**src/rtl/fifo_rd_pkg.sv**
```systemverilog
// Shared types and constants for the FIFO stream reader.
package fifo_rd_pkg;

  typedef enum logic [1:0] {
    IDLE  = 2'd0,
    RUN   = 2'd1,
    DRAIN = 2'd2
  } rd_state_e;

  localparam int BUF_DEPTH = 2;
  localparam int STAT_W    = 32;

  typedef logic [1:0] occ_t;

  // Saturating increment for the statistics counters.
  function automatic logic [STAT_W-1:0] sat_inc(input logic [STAT_W-1:0] v);
    return (v == {STAT_W{1'b1}}) ? v : v + STAT_W'(1);
  endfunction

endpackage

```
**src/rtl/fifo_rd_skid.sv**
```systemverilog
// Two-entry output buffer for the FIFO stream reader.
// Circular buffer: push writes the tail, pop advances the head. The reader
// guarantees push never happens when full and pop never happens when empty.
module fifo_rd_skid
  import fifo_rd_pkg::*;
#(
  parameter int DATA_WIDTH = 8
) (
  input  logic                  clk,
  input  logic                  rst,
  input  logic                  push,
  input  logic                  pop,
  input  logic [DATA_WIDTH-1:0] din,
  output logic [DATA_WIDTH-1:0] dout,
  output occ_t                  occ
);

  logic [DATA_WIDTH-1:0] mem [2];
  logic                  wr_ptr;
  logic                  rd_ptr;

  // Storage, pointers and occupancy; simultaneous push+pop leaves occ unchanged.
  always_ff @(posedge clk) begin
    if (rst) begin
      mem[0] <= '0;
      mem[1] <= '0;
      wr_ptr <= 1'b0;
      rd_ptr <= 1'b0;
      occ    <= '0;
    end else begin
      if (push) begin
        mem[wr_ptr] <= din;
        wr_ptr      <= ~wr_ptr;
      end
      if (pop) begin
        rd_ptr <= ~rd_ptr;
      end
      occ <= occ + occ_t'(push) - occ_t'(pop);
    end
  end

  assign dout = mem[rd_ptr];

endmodule

```
**src/rtl/fifo_stream_reader.sv**
```systemverilog
// Read-side master for a synchronous FIFO: issues fifo_r_en, captures the
// returning word one cycle later into a 2-entry buffer and presents it on a
// valid/ready stream.
// Optional feature macro: FIFO_RD_STATS_EN adds stat_words / stat_stalls.
// Note: rst_n is active-HIGH (1 = reset) and synchronous, despite the name.
//
//   state | meaning
//   ------+-----------------------------------------------------------
//   IDLE  | enable low, no read in flight, buffer empty
//   RUN   | enable high, reads issued whenever a slot is guaranteed
//   DRAIN | enable fell; in-flight word still captured, buffer emptying
module fifo_stream_reader
  import fifo_rd_pkg::*;
#(
  parameter int DATA_WIDTH = 8,
  parameter int BUF_DEPTH  = 2
) (
  input  logic                  clk,
  input  logic                  rst_n,
  input  logic                  enable,
  input  logic                  fifo_empty,
  input  logic [DATA_WIDTH-1:0] fifo_data_out,
  output logic                  fifo_r_en,
  output logic                  m_valid,
  input  logic                  m_ready,
  output logic [DATA_WIDTH-1:0] m_data,
  output logic                  busy
`ifdef FIFO_RD_STATS_EN
  ,
  output logic [STAT_W-1:0]     stat_words,
  output logic [STAT_W-1:0]     stat_stalls
`endif
);

  if (BUF_DEPTH != fifo_rd_pkg::BUF_DEPTH) begin : g_depth_check
    $error("fifo_stream_reader: BUF_DEPTH must be 2");
  end

  rd_state_e state_q;
  rd_state_e state_d;
  logic      inflight;
  occ_t      occ;
  logic      xfer;
  logic [2:0] committed;

  assign m_valid = (occ != 2'd0);
  assign xfer    = m_valid & m_ready;
  assign busy    = inflight | m_valid;

  // Slots already promised after this edge: buffered + returning - leaving.
  // Crediting the pop keeps one word per clock under continuous m_ready.
  assign committed = 3'(occ) + 3'(inflight) - 3'(xfer);

  // Read strobe; the FSM enters RUN on the same edge enable is seen.
  assign fifo_r_en = ~rst_n & enable & ~fifo_empty & (committed < 3'd2);

  // Read-in-flight flag: the FIFO returns data the cycle after r_en.
  always_ff @(posedge clk) begin
    if (rst_n) inflight <= 1'b0;
    else       inflight <= fifo_r_en;
  end

  fifo_rd_skid #(
    .DATA_WIDTH (DATA_WIDTH)
  ) u_skid (
    .clk  (clk),
    .rst  (rst_n),
    .push (inflight),
    .pop  (xfer),
    .din  (fifo_data_out),
    .dout (m_data),
    .occ  (occ)
  );

  // FSM state register.
  always_ff @(posedge clk) begin
    if (rst_n) state_q <= IDLE;
    else       state_q <= state_d;
  end

  // FSM next-state logic.
  always_comb begin
    state_d = state_q;
    case (state_q)
      IDLE: begin
        if (enable) state_d = RUN;
      end
      RUN: begin
        if (!enable) state_d = (inflight || m_valid) ? DRAIN : IDLE;
      end
      DRAIN: begin
        if (enable)                    state_d = RUN;
        else if (!inflight && !m_valid) state_d = IDLE;
      end
      default: state_d = IDLE;
    endcase
  end

`ifdef FIFO_RD_STATS_EN
  // Saturating transfer and stall counters.
  always_ff @(posedge clk) begin
    if (rst_n) begin
      stat_words  <= '0;
      stat_stalls <= '0;
    end else begin
      if (xfer)                stat_words  <= sat_inc(stat_words);
      if (m_valid && !m_ready) stat_stalls <= sat_inc(stat_stalls);
    end
  end
`endif

endmodule
```
**config.mk**
```make
export PLATFORM = sky130hd
export DESIGN_NAME = fifo_stream_reader
export DESIGN_NICKNAME = d
export VERILOG_FILES = /design/src/rtl/fifo_rd_pkg.sv /design/src/rtl/fifo_rd_skid.sv /design/src/rtl/fifo_stream_reader.sv
export SDC_FILE = /design/constraint.sdc
export NUM_CORES = 1
export LEC_CHECK = 0
export ABC_AREA = 1
export BUFFER_PORTS_ARGS = -buffer_cell sky130_fd_sc_hd__buf_2
export CORE_UTILIZATION = 55
export CTS_CLUSTER_DIAMETER = 100
export DETAILED_ROUTE_END_ITERATION = 16
export PLACE_DENSITY_LB_ADDON = 0.25
export SLEW_MARGIN = 40
export SYNTH_ARGS = -nofsm -noshare
export SYNTH_HDL_FRONTEND = slang
export SYNTH_SLANG_ARGS = --single-unit
```
**constraint.sdc**
```tcl
create_clock -name clk -period 2.7 [get_ports clk]
set_input_delay 0.135 -clock clk [delete_from_list [all_inputs] [get_ports clk]]
set_output_delay 0.135 -clock clk [all_outputs]
set_load 0.05 [all_outputs]
```
## After elaboration in Yosys (flattened, before gate mapping)

Memories as Yosys holds them, arrays and structs flattened. A register that Yosys moved wholly into a read port is not among the register bits.
Cells that the tools add are included.

| cells by class | value |
|---|---|
| $add $sub $neg | 4 |
| multipliers | 0 |
| mux-type cells | 10 |
| eq/ne operators | 0 |
| divide/modulo/power cells | 0 |
| reductions and logical operators | 2 |
| bitwise logic cells | 9 |
| shifts and indexed selects | 0 |
| $lt $le $gt $ge | 1 |

Operators by type and width:

| cell | number |
|---|---|
| two-way mux 1 bit | 9 |
| two-way mux 8 bit | 1 |
| OR reduction 8 bit | 1 |
| AND 1 bit | 4 |
| inverter 1 bit | 4 |
| adder 2 x 1 -> 3 bit | 1 |
| < comparator 3 x 2 -> 1 bit (second input constant) | 1 |
| subtractor 3 x 1 -> 3 bit | 1 |
| adder 2 x 1 -> 2 bit | 1 |
| nonzero test 2 bit | 1 |
| subtractor 2 x 1 -> 2 bit | 1 |
| bitwise OR 1 bit | 1 |

| storage, ports and cells | value |
|---|---|
| bits of input ports | 13 |
| memories kept | 1 |
| logic and storage cells | 31 |
| flip-flop bits (word level) | 5 |
| latch bits | 0 |
| bits in read-only memories | 0 |
| RAM bits | 16 |

Memories:

| name | words | width | read ports | clocked after Yosys merged registers in | write ports | line | text |
|---|---|---|---|---|---|---|---|
| u_skid.mem | 2 | 8 | 1 | 1 | 2 | fifo_rd_skid.sv:18 | `logic [DATA_WIDTH-1:0] mem [2];` |

## Longest topological paths before layout

Gate-level depths: netlist of run 1.

| logic depth | value |
|---|---|
| depth in word-level cells | 5 |
| mapped depth | 9 |
| depth with buffers taken out | 9 |

## By module

Synthesis of run 1 repeated with hierarchy kept, for this count alone.

| unflattened totals | value |
|---|---|
| cells, all modules | 99 |
| area, all modules | 1,032.2 µm² |

Modules (own cells, without submodules):

| module | cells an instance | area an instance (µm²) | sequential area each (µm²) | times used |
|---|---|---|---|---|
| fifo_rd_skid | 79 | 903.4 | 580.6 | 1 |
| fifo_stream_reader | 20 | 128.9 | 20.0 | 1 |

## Least setup slack after synthesis of run 1

OpenSTA, ideal clock, no wires.

| path | value |
|---|---|
| path kind | register to output |
| start point | register u_skid.occ[1] |
| end point | output port fifo_r_en |
| path slack | 0.302 ns |
| stages on the path, launching flop included | 10 |
| data required time | 2.565 ns |
| arrival | 2.263 ns |
| buffers on the path | 0 |
| path through | dfxtp_1 -> nor2_1 -> nor2_2 -> ha_1 -> inv_1 -> ha_1 -> fa_1 -> nor2_1 -> nand3_1 -> nor2_1 |

| between the ends | value |
|---|---|
| cells in the longest elaborated chain, start to end | 5 |

Ends and longest elaborated chain:

| item | line | text |
|---|---|---|
| start, declared | fifo_rd_skid.sv:15 | `output occ_t occ` |
| start signal, assigned | fifo_rd_skid.sv:38 | `occ <= occ + occ_t'(push) - occ_t'(pop);` |
| nonzero test 2 bit | fifo_stream_reader.sv:46 | `assign m_valid = (occ != 2'd0);` |
| AND 1 bit | fifo_stream_reader.sv:47 | `assign xfer = m_valid & m_ready;` |
| net u_skid.pop | fifo_rd_skid.sv:12 | `input logic pop,` |
| subtractor 3 x 1 -> 3 bit | fifo_stream_reader.sv:52 | `assign committed = 3'(occ) + 3'(inflight) - 3'(xfer);` |
| net committed[1] | fifo_stream_reader.sv:44 | `logic [2:0] committed;` |
| < comparator 3 x 2 -> 1 bit | fifo_stream_reader.sv:55 | `assign fifo_r_en = ~rst_n & enable & ~fifo_empty & (committed < 3'd2);` |
| AND 1 bit | fifo_stream_reader.sv:55 |  |
| end, declared | fifo_stream_reader.sv:23 | `output logic fifo_r_en,` |

The timed path passes the listed nets, and every way through them passes these cells.

## Worst setup path after layout of run 1

Same ends and word-level chain as after synthesis.

==> impl_metrics.ini, run 1 <==
[finish]
fillers = 133
drive_above_1_share_pct = 34.5
final_design_area_no_fill_um2 = 1180
fin_nets = 133
syn_to_final_growth_pct = 16.5
final_cells = 141
antennaDiodeCount = 0

[power_and_ir_drop]
leakage_nw = 0.573
peakVddDrop_mv = 0.831
power_mw = 1.13
power.density_nw_per_um2 = 961

[yosys]
synth_top_cell_by_area = edfxtp_1
synth_edf_count = 16
async_reset_ff_share_pct = 0
synthCells = 90
yosysMostFrequentCell = nor2_1
ys_ff_latch = 22
synth_ff_type = edfxtp_1
ys_types = 15
synthTopCellsByArea = edfxtp_1 (48%), dfxtp_1 (12%), mux2_4 (12%)
avgSynthCellArea_um2 = 11.2
ys.warnings.count = 0
synth_top_area_share_pct = 47.6
netlist_area_um2 = 1010
synth_top_cells_by_count = nor2_1 (25), edfxtp_1 (16), inv_1 (16)
synth_fp_nets = 106
synth_seq_area_share_pct = 59.5

[floorplan]
dieArea_um2 = 2010
rows = 15
start_util_pct = 58.5
io_pins = 24
die_x_um = 44.8
fp.dieH_um = 44.8
fp.coreArea_um2 = 1730

[global_routing]
antenna_found_initial = 0
grt_start_max_net_pins = 13
grt_use_total_pct = 19.5
grt_remaining_overflow = 0
grt_pass1_vias = 650
grt_pass1_wl_um = 2590

[placed_design]
dp_cells = 137
dpl_cell_area_um2 = 1140
dpl.hpwl_um = 1120
routabilityCongestion = 0.766
place.port_buffers = 23
pre_cts_ws_ps = 501

[clocking]
clockRootBuffer = clkbuf_4
cts_max_path_buffers = 2
clock-sinks = 22
cts_max_level = 1
insertion_delay_ps = 310
clkTransAtPathRegs_ps = 110
cts_hold_buffers = 0
cts_tree = built
cts_buffers = 3

[sta]
finalSetupViolations = 0
relSlewSlack_pct = 67.1
finalMaxSlewViolations = 0
hold_viol = 0
fin_skew_ps = 1.33
clock.fmax_mhz = 401
min_period_ps = 2490
min_period_over_period_pct = 92.3
worst_pin_slew_ps = 492
rsz0062_at_grt = no
finalWorstSetupSlack_ps = 208
setup-tns-final_ps = 0

[flow_run]
drv_cap = 0

[route]
wl_per_cell_um = 11.2
avgViaCountPerCell = 4.82
vias = 680
drt_pass1_iterations = 4
drtAntennaViolNets = 0
drtIter0Drc = 12
post-route-drc-count = 0
drt_wl_total_um = 1580

[critical_path]
critPathKind = register to output pin
crit_fanout = 3
r2r_slack_ps = 830
end_kind = output pin
worstPathArrival_ps = 2360
worstPathRequired_ps = 2570
startpoint_type = register

[status]
status = complete, no violations

[hold_path]
min_path_type = primary input to register
## layout make-up
| cell class | instances | area, um^2 | area share, % |
|---|---|---|---|
| clock buffer | 3 | 22.5 | 1.91 |
| clock inverter | 1 | 3.75 | 0.319 |
| inverter | 17 | 63.8 | 5.43 |
| multi-input combinational | 50 | 337 | 28.6 |
| sequential | 22 | 601 | 51.1 |
| tap | 25 | 31.3 | 2.66 |
| timing repair buffer | 23 | 118 | 10.0 |
## critical path, stage by stage (launching register included)
cell      delay (ps)
dfxtp_1          360
nor2_2           160
nor2_2            60
ha_1             270
inv_1             40
ha_1             180
fa_1             460
nor2_1           100
nand3_1           90
nor2_1           110
clkbuf_4         230
## layout by cell type, fill, tap and decap left out
cell type	instances
mux2_4	8
clkinv_1	1
nand3_1	3
edfxtp_1	16
inv_1	16
nand3_2	1
nor2_2	3
nand2_2	1
fa_1	1
inv_2	1
dfxtp_1	6
nand2_1	6
nor2_1	24
ha_1	2
xnor2_1	1
buf_2	22
clkbuf_4	4
## routing by layer
| metal | share of wire, % | up-vias | wire (um) | track usage [%] |
|---|---|---|---|---|
| met4 | 2.2 | 0 | 35 | 13.3 |
| met2 | 53 | 32 | 844 | 34.1 |
| met1 | 38 | 305 | 601 | 19.9 |
| met5 | 0 | - | 0 | 0 |
| li1 | - | 337 | - | - |
| met3 | 6.1 | 6 | 96 | 6.00 |
## report_power, final
group          total (mW)  switching [mW]  internal, mW  leakage [nW]
clock               0.149          0.0952        0.0540        0.0154
sequential          0.462          0.0464         0.415         0.215
combinational       0.519           0.352         0.167         0.343
## registers in the layout, indices dropped and copies added, names as in the netlist, named ones only
signal	flops
inflight	1
u_skid.wr_ptr	1
u_skid.rd_ptr	1
u_skid.mem	16
u_skid.occ	2
## cells by family (layout without fill, tap and decap cells)
| logic type | Yosys count | count (layout) | share of synthesized area [%] |
|---|---|---|---|
| flip-flops | 22 | 22 | 59.5 |
| XOR/XNOR | 1 | 1 | 0.868 |
| AND/OR/NAND/NOR | 38 | 38 | 15.9 |
| multiplexers | 8 | 8 | 11.9 |
| buffers and inverters | 18 | 44 | 7.43 |
| adder cells (fa/ha/maj) | 3 | 3 | 4.46 |
## final timing paths
| path | cells past startpoint | start | end |
|---|---|---|---|
| min | 2 | rst_n | u_skid.occ[1] |
| min reg2reg | 2 | u_skid.rd_ptr | register |
| max | 10 | u_skid.occ[1] | fifo_r_en |
| max reg2reg | 9 | u_skid.occ[1] | inflight |
## per-stage QoR
stage               utilization [%]  hold slack, ps
floorplan                         -             206
global placement               66.3             334
detailed placement             66.3             339
CTS                            67.8           0.784
global route                   68.1            17.3
finish                         68.1            11.5
## repair_timing
item	CTS	global route
setup buffers	0	0
hold endpoints to repair	0	0
resized for setup	0	2
setup endpoints to repair	0	1
Note: power is estimated with default switching activity, not from simulation.
==> inputs of run 2 (changes only) <==
HOLD_SLACK_MARGIN = 0.08   (was not set)
==> impl_metrics.ini, run 2 (synthesis gave the netlist of run 1 again) <==
[status]
status = complete, no violations

[sta]
finalMaxSlewViolations = 0
min_period_ps = 2490
holdWs_ps = 90.7
rsz0062_at_grt = no
hold_viol = 0
finalSetupViolations = 0
min_period_over_period_pct = 92.4
clock.fmax_mhz = 401
worst_pin_slew_ps = 492
fin_skew_ps = 0.813
relSlewSlack_pct = 67.2
setup-tns-final_ps = 0

[finish]
final_common_cell = nor2_1
fin_nets = 134
final_design_area_no_fill_um2 = 1190
syn_to_final_growth_pct = 17.5
reg_top3 = u_skid.mem: 16 flops, u_skid.occ: 2 flops
final_cell_mix = nor2_1 (24), buf_2 (22), inv_1 (16), edfxtp_1 (16), mux2_4 (8)
max_flop_register = u_skid.mem
largest_reg_flops = 16
drive_above_1_share_pct = 34.2
fillers = 131
antennaDiodeCount = 0
final_cells = 142

[route]
drt_wl_total_um = 1600
drt_pass1_iterations = 4
vias = 691
drtAntennaViolNets = 0
post-route-drc-count = 0
drtIter0Drc = 12
wl_per_cell_um = 11.3
avgViaCountPerCell = 4.87

[clocking]
cts_max_path_buffers = 2
cts_max_level = 1
cts_buffers = 3
cts_tree = built
clockRootBuffer = clkbuf_4
clkTransAtPathRegs_ps = 110
insertion_delay_ps = 310
post_cts_buffers = 0
clock-sinks = 22

[critical_path]
critPathKind = register to output pin
startpoint_type = register
crit_fanout = 3
worstPathRequired_ps = 2570
worstPathArrival_ps = 2360
end_kind = output pin

[floorplan]
fp.dieH_um = 44.8
fp.coreArea_um2 = 1730
rows = 15
dieArea_um2 = 2010
io_pins = 24
die_x_um = 44.8
start_util_pct = 58.5

[placed_design]
dpl.hpwl_um = 1120
dp_cells = 137
routabilityCongestion = 0.766
dpl_cell_area_um2 = 1140
place.port_buffers = 23

[power_and_ir_drop]
leakage_nw = 0.577
power.density_nw_per_um2 = 954
peakVddDrop_mv = 0.831
power_mw = 1.13

[hold_path]
min_path_type = primary input to register

[global_routing]
grt_use_total_pct = 19.6
grt_start_max_net_pins = 13
grt_pass1_wl_um = 2590
antenna_found_initial = 0
grt_pass1_vias = 651
grt_remaining_overflow = 0

[flow_run]
drv_cap = 0
run 2: power by group:
part	internal [mW]	total [mW]	switching, mW
logic	0.168	0.521	0.353
clock network	0.0540	0.149	0.0952
registers	0.415	0.462	0.0466
run 2: final timing paths:
path | from | end | slack, ps | cells after the start
setup / recovery | u_skid.occ[1] | fifo_r_en | 210 | 10
hold / removal | enable | inflight | 90 | 3
setup reg to reg | u_skid.occ[1] | inflight | 830 | 9
hold reg to reg | u_skid.rd_ptr | register | 510 | 2
run 2: layer usage:
layer / wire length, um / vias to the layer above / track usage, %
li1: - / 339 / -
met1: 620 / 308 / 19.9
met2: 848 / 34 / 34.4
met3: 88 / 10 / 6.00
met4: 42 / 0 / 13.3
met5: 0 / - / 0
run 2: final cells by class:
cell class / count / area, um^2 / area share (%)
Sequential cell: 22 / 601 / 50.6
Multi-Input combinational cell: 50 / 337 / 28.4
Timing Repair Buffer: 24 / 128 / 10.8
Inverter: 17 / 63.8 / 5.38
Tap cell: 25 / 31.3 / 2.64
Clock buffer: 3 / 22.5 / 1.90
Clock inverter: 1 / 3.75 / 0.316
run 2: what timing repair did:
item,in CTS,in global routing
gates resized for setup,0,2
hold endpoints to repair,2,0
hold buffers,1,0
setup endpoints to repair,0,1
run 2: critical path: stages, from the launching register on:
cell and delay, ps:
dfxtp_1 360, nor2_2 160, nor2_2 60, ha_1 270, inv_1 40, ha_1 180
fa_1 460, nor2_1 100, nand3_1 90, nor2_1 110, clkbuf_4 230
run 2: through the flow:
| step | worst slack [ps] | util [%] |
|---|---|---|
| global route | 36.0 | 68.7 |
| CTS | 137 | 68.4 |
| global placement | 588 | 66.3 |
| finish | 206 | 68.7 |
| floorplan | 302 | - |
| detailed placement | 501 | 66.3 |
